===== config.mk =====
export PLATFORM = sky130hd
export DESIGN_NAME = lif_seq_neuron
export DESIGN_NICKNAME = d
export VERILOG_FILES = /design/src/rtl/tppe_pkg.sv /design/src/rtl/lif_update_unit.sv /design/src/rtl/lif_seq_neuron.sv
export SDC_FILE = /design/constraint.sdc
export NUM_CORES = 1
export LEC_CHECK = 0
export BUFFER_PORTS_ARGS = -buffer_cell sky130_fd_sc_hd__buf_2
export CAP_MARGIN = 40
export CORE_ASPECT_RATIO = 1.2
export CORE_MARGIN = 8
export CORE_UTILIZATION = 40
export DETAILED_ROUTE_END_ITERATION = 10
export GPL_ROUTABILITY_DRIVEN = 0
export HOLD_SLACK_MARGIN = 0.1
export PLACE_DENSITY = 0.62
export SLEW_MARGIN = 10
export SYNTH_ARGS = -nofsm -noshare
export SYNTH_HDL_FRONTEND = slang
export SYNTH_SLANG_ARGS = --single-unit

===== constraint.sdc =====
create_clock -name clk -period 4.9 [get_ports clk]
set_input_delay 0.245 -clock clk [delete_from_list [all_inputs] [get_ports clk]]
set_output_delay 0.245 -clock clk [all_outputs]
set_load 0.01 [all_outputs]

===== src/rtl/tppe_pkg.sv =====
// Shared types and helpers for the TPPE LIF neuron stage.
package tppe_pkg;

   typedef enum logic [1:0] {
      IDLE = 2'd0,
      RUN  = 2'd1,
      DONE = 2'd2
   } lif_state_e;

   localparam logic RST_SOFT = 1'b0;
   localparam logic RST_HARD = 1'b1;

   // Clamp a sign-extended sum into a signed range of 'width' bits.
   function automatic logic signed [31:0] sat_mem(input logic signed [31:0] s, input int width);
      logic signed [31:0] hi;
      logic signed [31:0] lo;
      hi = (32'sd1 <<< (width - 1)) - 32'sd1;
      lo = -(32'sd1 <<< (width - 1));
      if (s > hi) begin
         return hi;
      end
      if (s < lo) begin
         return lo;
      end
      return s;
   endfunction

endpackage


===== src/rtl/lif_update_unit.sv =====
// Combinational single-timestep LIF update: leak, integrate, saturate, fire and reset.
module lif_update_unit
   import tppe_pkg::*;
#(
   parameter int Q          = 10,
   parameter int MEM_WIDTH  = 14,
   parameter int LEAK_SHIFT = 4
) (
   input  logic signed [MEM_WIDTH-1:0] v,
   input  logic signed [Q-1:0]         x,
   input  logic [MEM_WIDTH-2:0]        thr,
   input  logic                        mode,
   output logic signed [MEM_WIDTH-1:0] v_next,
   output logic                        spike
);

   logic signed [31:0] v_w;
   logic signed [31:0] x_w;
   logic signed [31:0] leak_w;
   logic signed [31:0] thr_w;
   logic signed [31:0] sat_w;

   // The sum is formed wide enough that it can never wrap before the clamp.
   always_comb begin
      v_w    = {{(32-MEM_WIDTH){v[MEM_WIDTH-1]}}, v};
      x_w    = {{(32-Q){x[Q-1]}}, x};
      leak_w = (LEAK_SHIFT != 0) ? (v_w >>> LEAK_SHIFT) : 32'sd0;
      thr_w  = {{(33-MEM_WIDTH){1'b0}}, thr};
      sat_w  = sat_mem(v_w - leak_w + x_w, MEM_WIDTH);
      spike  = (sat_w >= thr_w);
      v_next = MEM_WIDTH'(sat_w);
      if (spike) begin
         v_next = (mode == RST_HARD) ? '0 : MEM_WIDTH'(sat_w - thr_w);
      end
   end

endmodule


===== src/rtl/lif_seq_neuron.sv =====
// Sequential LIF neuron: accepts a packed batch of T currents, integrates one step per clock,
// and returns spike train, spike count and final membrane potential on an output handshake.
module lif_seq_neuron
   import tppe_pkg::*;
#(
   parameter int T          = 16,
   parameter int Q          = 10,
   parameter int MEM_WIDTH  = 14,
   parameter int LEAK_SHIFT = 4
) (
   input  logic                         clk,
   input  logic                         rst,
   input  logic                         in_valid,
   output logic                         in_ready,
   input  logic [T*Q-1:0]               in_data,
   input  logic [MEM_WIDTH-2:0]         threshold,
   input  logic                         hard_reset_mode,
   input  logic                         keep_vmem,
   output logic                         out_valid,
   input  logic                         out_ready,
   output logic [T-1:0]                 spike_out,
   output logic [$clog2(T+1)-1:0]       spike_count,
   output logic signed [MEM_WIDTH-1:0]  vmem_out
);

   localparam int CW = $clog2(T + 1);
   localparam int TW = $clog2(T + 1);
   localparam logic [TW-1:0] T_END = TW'(T);

   lif_state_e state_reg, state_next;

   logic [TW-1:0]               t_reg;
   logic [T*Q-1:0]              data_reg;
   logic [MEM_WIDTH-2:0]        thr_reg;
   logic                        hard_reg;
   logic signed [MEM_WIDTH-1:0] v_reg;
   logic signed [MEM_WIDTH-1:0] vret_reg;
   logic [T-1:0]                spike_sh_reg;
   logic [T-1:0]                spike_out_reg;
   logic [CW-1:0]               count_reg;
   logic signed [MEM_WIDTH-1:0] vmem_out_reg;

   logic signed [MEM_WIDTH-1:0] v_next;
   logic                        spike_now;
   logic [CW-1:0]               pop_sum [T+1];

   lif_update_unit #(
      .Q          (Q),
      .MEM_WIDTH  (MEM_WIDTH),
      .LEAK_SHIFT (LEAK_SHIFT)
   ) u_update (
      .v      (v_reg),
      .x      (data_reg[Q-1:0]),
      .thr    (thr_reg),
      .mode   (hard_reg),
      .v_next (v_next),
      .spike  (spike_now)
   );

   assign pop_sum[0] = '0;
   for (genvar gi = 0; gi < T; gi++) begin : g_pop
      assign pop_sum[gi+1] = pop_sum[gi] + CW'(spike_sh_reg[gi]);
   end

   always_comb begin
      state_next = state_reg;
      in_ready   = 1'b0;
      out_valid  = 1'b0;
      unique case (state_reg)
         IDLE: begin
            in_ready = 1'b1;
            if (in_valid) state_next = RUN;
         end
         RUN: begin
            if (t_reg == T_END) state_next = DONE;
         end
         DONE: begin
            out_valid = 1'b1;
            if (out_ready) state_next = IDLE;
         end
         default: state_next = IDLE;
      endcase
   end

   // RUN spends T cycles on updates and one final cycle publishing the result.
   always_ff @(posedge clk) begin
      if (rst) begin
         state_reg     <= IDLE;
         t_reg         <= '0;
         data_reg      <= '0;
         thr_reg       <= '0;
         hard_reg      <= RST_SOFT;
         v_reg         <= '0;
         vret_reg      <= '0;
         spike_sh_reg  <= '0;
         spike_out_reg <= '0;
         count_reg     <= '0;
         vmem_out_reg  <= '0;
      end else begin
         state_reg <= state_next;
         unique case (state_reg)
            IDLE: begin
               if (in_valid) begin
                  data_reg     <= in_data;
                  thr_reg      <= (threshold == '0) ? {{(MEM_WIDTH-2){1'b0}}, 1'b1} : threshold;
                  hard_reg     <= hard_reset_mode;
                  v_reg        <= keep_vmem ? vret_reg : '0;
                  t_reg        <= '0;
                  spike_sh_reg <= '0;
               end
            end
            RUN: begin
               if (t_reg == T_END) begin
                  spike_out_reg <= spike_sh_reg;
                  count_reg     <= pop_sum[T];
                  vmem_out_reg  <= v_reg;
                  vret_reg      <= v_reg;
               end else begin
                  v_reg        <= v_next;
                  spike_sh_reg <= {spike_now, spike_sh_reg[T-1:1]};
                  data_reg     <= data_reg >> Q;
                  t_reg        <= t_reg + TW'(1);
               end
            end
            default: ;
         endcase
      end
   end

   assign spike_out   = spike_out_reg;
   assign spike_count = count_reg;
   assign vmem_out    = vmem_out_reg;

endmodule


; ---- Word-level counts from Yosys, hierarchy flattened
; Index checks and enable logic that the tools add are counted.
[op_classes]
addsub = 19
mul = 0
div = 0
n_lt_le_gt_ge = 3
n_eq_ne = 7
n_shift = 0
muxes = 29
bitwise = 0
n_reduce_logical = 7
[ops]
columns = cell, count
row1 = $mux 160, 2
row2 = $pmux 160 s2, 1
row3 = $mux 32, 4
row4 = $mux 14, 5
row5 = $add 5x1->5, 11
row6 = $ge 32x14->1, 1
row7 = $gt 32x14->1 const B, 1
row8 = $lt 32x14->1 const B, 1
row9 = $mux 16, 2
row10 = $pmux 16 s2, 1
row11 = $pmux 14 s2, 1
row12 = $add 15x10->16, 1
row13 = $sub 14x10->15, 1
row14 = $sub 14x14->14, 1
row15 = $logic_not 13->1, 1
row16 = $mux 13, 1
row17 = $mux 5, 2
row18 = $pmux 5 s2, 1
row19 = $ne 2x2->1 const B, 4
row20 = $mux 2, 3
row21 = $pmux 2 s3, 1
row22 = $reduce_and 3->1, 2
row23 = $add 4x1->5, 1
row24 = $add 5x1->5 const B, 1
row25 = 10 further kinds, 15
[totals]
ff_bits = 246
latchBits = 0
ramBits = 0
rom_bits = 0
in_bits = 179
elab_cells = 75
mem_count = 0

; ---- Logic depth before layout (Yosys ltp)
[depth]
word_depth = 15
mapped_depth = 23
mapped_depth_nobuf = 23

; ---- By module
; A second synthesis with hierarchy kept.
[hier_totals]
hier_cells = 1666
area_unflattened_um2 = 14242.4
[modules_own_cells]
columns = mod, n_inst, cells_per_inst, area_each_um2, seq_area_each_um2
row1 = lif_seq_neuron, 1, 1376, 12049.1, 4924.7
row2 = lif_update_unit, 1, 290, 2193.4, 0.0

; ---- Worst setup path before layout
; No wires, ideal clock.
[synth_path]
path_kind = register to register
startpoint = register v_reg[4]
endpoint = register v_reg[11]
setup_ps = 91
t_arrival_ps = 5002
path_slack_ps = -193
stages_incl_launch_ff = 22
cell_sequence = dfxtp_1 inv_1 fa_1 inv_1 ha_1 a21o_1 o21bai_1 a211o_1 a21oi_1 xnor2_1 buf_2 nor2_1 nor2_1 buf_2 o21ai_0 ha_1 and3_1 or3b_1 a21o_1 a211oi_4 or3b_1 a311oi_1
[synth_between]
elab_chain_len = 12
[synth_lines]
columns = item, line
row1 = from (decl), lif_seq_neuron.sv:36  ; logic signed [MEM_WIDTH-1:0] v_reg;
row2 = from (signal assigned), lif_seq_neuron.sv:107  ; v_reg <= keep_vmem ? vret_reg : '0;
row3 = from (signal assigned), lif_seq_neuron.sv:119  ; v_reg <= v_next;
row4 = $sub 14x10->15 *, lif_update_unit.sv:29  ; sat_w = sat_mem(v_w - leak_w + x_w, MEM_WIDTH);
row5 = $add 15x10->16 *, lif_update_unit.sv:29
row6 = $lt 32x14->1, tppe_pkg.sv:22  ; if (s < lo) begin
row7 = $mux 1 (2 in series), tppe_pkg.sv:22
row8 = $mux 32, tppe_pkg.sv:25  ; return s;
row9 = $mux 32 *, tppe_pkg.sv:22
row10 = $sub 14x14->14, lif_update_unit.sv:33  ; v_next = (mode == RST_HARD) ? '0 : MEM_WIDTH'(sat_w - thr_w);
row11 = $mux 14, lif_update_unit.sv:33
row12 = $mux 14 *, lif_update_unit.sv:32  ; if (spike) begin
row13 = $mux 14 *, lif_seq_neuron.sv:113  ; if (t_reg == T_END) begin
row14 = $pmux 14 s2 *, lif_seq_neuron.sv:101  ; unique case (state_reg)
; Every way passes the cells marked *; elsewhere a longest branch is shown, timed or not. The select of a mux whose other input is x is not followed.
; A chain may end at the register's enable or synchronous reset.

; ---- Worst setup path in the final report
[layout_path]
startpoint = register v_reg[4]
endpoint = register v_reg[2]
; The elaborated chain is that of the path after synthesis.

==> flow_summary.json <==
{
  "cts-htree-levels": 1,
  "path_buf_inv": 4,
  "ir_drop_v": 0.000883,
  "area_delta_synth_final_pct": 39.5,
  "synth_ff_type": "dfxtp_1",
  "synth_cells": 1441,
  "swShare_pct": 41.7,
  "r2r_end": "v_reg[2]",
  "port_buffers": 215,
  "cts_buffers": 28,
  "drc": 0,
  "die_x_um": 177,
  "gr-usage-all-layers_pct": 20.8,
  "grt_pass1_wl_um": 63900,
  "rsz0062_at_grt": "yes",
  "critPathKind": "flop to flop",
  "failed_checks": "negative setup slack",
  "critPathTopFamily": "compound AO/OA/AOI/OAI gates",
  "start_kind": "flop",
  "die_area_um2": 36900,
  "synth.cell_area_um2": 12400,
  "switching_power_mw": 5.48,
  "gr-usage-met3_pct": 3.77,
  "synth_cell_types": 58,
  "synthArstFlopShare_pct": 0,
  "pwr-share-comb_pct": 64.3,
  "synth_nets": 1682,
  "r2r-start": "v_reg[4]",
  "cts_sinks": 246,
  "drive_gt1_share_pct": 23.6,
  "use_met1_pct": 24.2,
  "drt_pass1_iterations": 5,
  "grt-ovfl-total": 0,
  "fin_crit_sh_pct": 101,
  "end_kind": "flop",
  "critPathSlowestCell": "fa_1",
  "ff2ff_path_depth": 21,
  "antenna_found_initial": 2,
  "p_seq_share_pct": 17.7,
  "max_slew_margin_pct": 9.43,
  "whs_path_depth": 3,
  "p_per_area_nw_per_um2": 759,
  "ys_seq_elements": 246,
  "synth_top_area_cell": "dfxtp_1",
  "preCtsSetupSlack_ps": -261,
  "syn_area_per_cell_um2": 8.61,
  "synthTopCellsByArea": "dfxtp_1, mux2i_1, a211oi_1",
  "fp.coreArea_um2": 30500,
  "die_y_um": 209,
  "initial_utilization_pct": 40.7,
  "path_cells": "inv_2 > fa_1 > inv_2 > ha_4 > a21o_1 > a221oi_4 > o21a_1 > or4_4 > nand4_4 > nor2_1 > nor2_1 > buf_4 > o21ai_2 > ha_1 > and3_4 > or3b_1 > a21o_1 > a211oi_4 > buf_4 > a222oi_1 > a311oi_1",
  "wirelength_um": 39900,
  "grt_start_max_net_pins": 268,
  "setup_viol": 3,
  "ant_nets": 0,
  "largest_register_ffs": 160,
  "fmax_ghz": 0.202,
  "setup_slack_ps": -53.0,
  "worstSkewPairLatency_ps": 540,
  "hpwl_um": 26000,
  "tns_ps": -156,
  "finalCriticalPeriod_ps": 4950,
  "cp.arrival_ps": 5390,
  "finalHoldViolations": 0,
  "cts.clk_slew.worst_paths_ps": 70,
  "power_mw": 13.1,
  "synth.top_cell.area_share_pct": 39.7,
  "yosysSeqAreaShare_pct": 39.7,
  "regToRegSetupSlack_ps": -50,
  "std_cell_rows": 70,
  "worstPathRequired_ps": 5340,
  "yosysWarnings": 0,
  "root_buffer": "clkbuf_16",
  "nets": 2067,
  "tightest_slew_ps": 1360,
  "drv_cap": 0,
  "pin_count": 216,
  "routed_via_density": 5.33,
  "crit_fanout": 8,
  "synth_edf_count": 0,
  "grt_use_met2_pct": 36.5,
  "yosysMostFrequentCell": "dfxtp_1",
  "clockPowerShare_pct": 18.1,
  "p_leak_nw": 7.67,
  "top_usage_layer": "met2",
  "maxSlewViolCount": 0,
  "p_int_mw": 7.65,
  "vias": 12000,
  "cts_tree": "done",
  "critPathMaxStageDelay_ps": 550,
  "status": "complete, but fails checks",
  "skew_ps": 22.5,
  "hp-class": "primary input to flop",
  "drt_iter0_markers": 695,
  "grt_pass1_vias": 12400,
  "synth.top_cells.by_count": "dfxtp_1, nor2_1, nand2_1",
  "whs_endpoint": "data_reg[62]",
  "clock_path_buffers": 3,
  "wl_per_cell_um": 17.7,
  "hp-start": "in_data[62]"
}
power by group through the flow:
stage | sequential [mW] | clock, mW | combinational (mW)
floorplan | 2.31 | 0 | 4.29
global placement | 2.35 | 0 | 6.42
detailed placement | 2.36 | 0 | 6.56
CTS | 2.32 | 2.42 | 7.32
global route | 2.34 | 2.50 | 9.11
finish | 2.32 | 2.37 | 8.44
metal layers:
metal / wire length, µm / up-vias
met5: 0 / -
met4: 1650 / 0
met3: 2210 / 108
met2: 20000 / 373
met1: 16000 / 5652
li1: - / 5843
layout make-up:
cell class / instances / area, µm²
tap: 396 / 495
fill: 2652 / 13200
antenna: 3 / 7.51
multi-input combinational: 1009 / 7100
clock buffer: 38 / 820
inverter: 80 / 300
sequential: 246 / 4940
timing repair buffer: 461 / 3400
clock inverter: 14 / 235
stage by stage:
| step | utilization [%] | cell area [µm²] | instances | hold slack, ps |
|---|---|---|---|---|
| finish | 56.7 | 17300 | 2247 | 114 |
| global route | 56.7 | 17300 | 2246 | 122 |
| CTS | 55.9 | 17000 | 2235 | 101 |
| detailed placement | 46.5 | 14200 | 2011 | 446 |
| global placement | 46.2 | 14100 | 2007 | 441 |
| floorplan | - | 12400 | 1441 | 381 |
cells in the final DEF (no fill, tap or decap), types with 32 or more instances in the layout:
| cell | n |
|---|---|
| buf_2 | 214 |
| nand3_1 | 32 |
| mux2i_1 | 132 |
| nand2_1 | 157 |
| inv_1 | 77 |
| dfxtp_1 | 235 |
| nor2_1 | 161 |
| dlygate4sd3_1 | 161 |
| buf_4 | 79 |
| a211oi_1 | 134 |
| a21oi_1 | 119 |
cell families (layout without fill, tap and decap cells):
kind of cell             Yosys count  count (layout)  synth area share [%]
AO/OA/AOI/OAI                    379             379                  20.4
XOR/XNOR                          26              26                  1.84
adder cells (fa/ha/maj)           62              62                  7.71
buffers and inverters            186             593                  5.87
flip-flops                       246             246                  39.7
multiplexers                     132             132                  10.7
other                              0               3                     0
AND/OR/NAND/NOR                  410             410                  13.8
worst register-to-register path, stage by stage (launching register included):
cell and delay (ps):
dfxtp_2 350, inv_2 50, fa_1 550, inv_2 50
ha_4 280, a21o_1 190, a221oi_4 90, o21a_1 220
or4_4 530, nand4_4 150, nor2_1 50, nor2_1 90
buf_4 180, o21ai_2 70, ha_1 330, and3_4 190
or3b_1 340, a21o_1 200, a211oi_4 330, buf_4 200
a222oi_1 80, a311oi_1 340
worst max path at each step:
stage,startpoint,cells after the start,slack (ps),endpoint
final,v_reg[4],21,-50,v_reg[2]
after global routing,v_reg[4],23,-280,v_reg[11]
after CTS,v_reg[5],20,6,v_reg[11]
after detailed placement,v_reg[1],22,-260,v_reg[5]
after global placement,v_reg[1],21,-140,v_reg[5]
after floorplan,data_reg[4],21,7,v_reg[11]
repair_timing:
| item | 4_1_cts | 5_1_grt |
|---|---|---|
| endpoints found under the setup margin | 14 | 15 |
| gates resized for setup | 36 | 51 |
| endpoints found under the hold margin | 179 | 1 |
| pin swaps | 30 | 40 |
| setup buffers | 12 | 9 |
| hold buffers | 160 | 1 |
| cloned | 0 | 0 |
No activity file was read; power rests on OpenSTA's default activity.
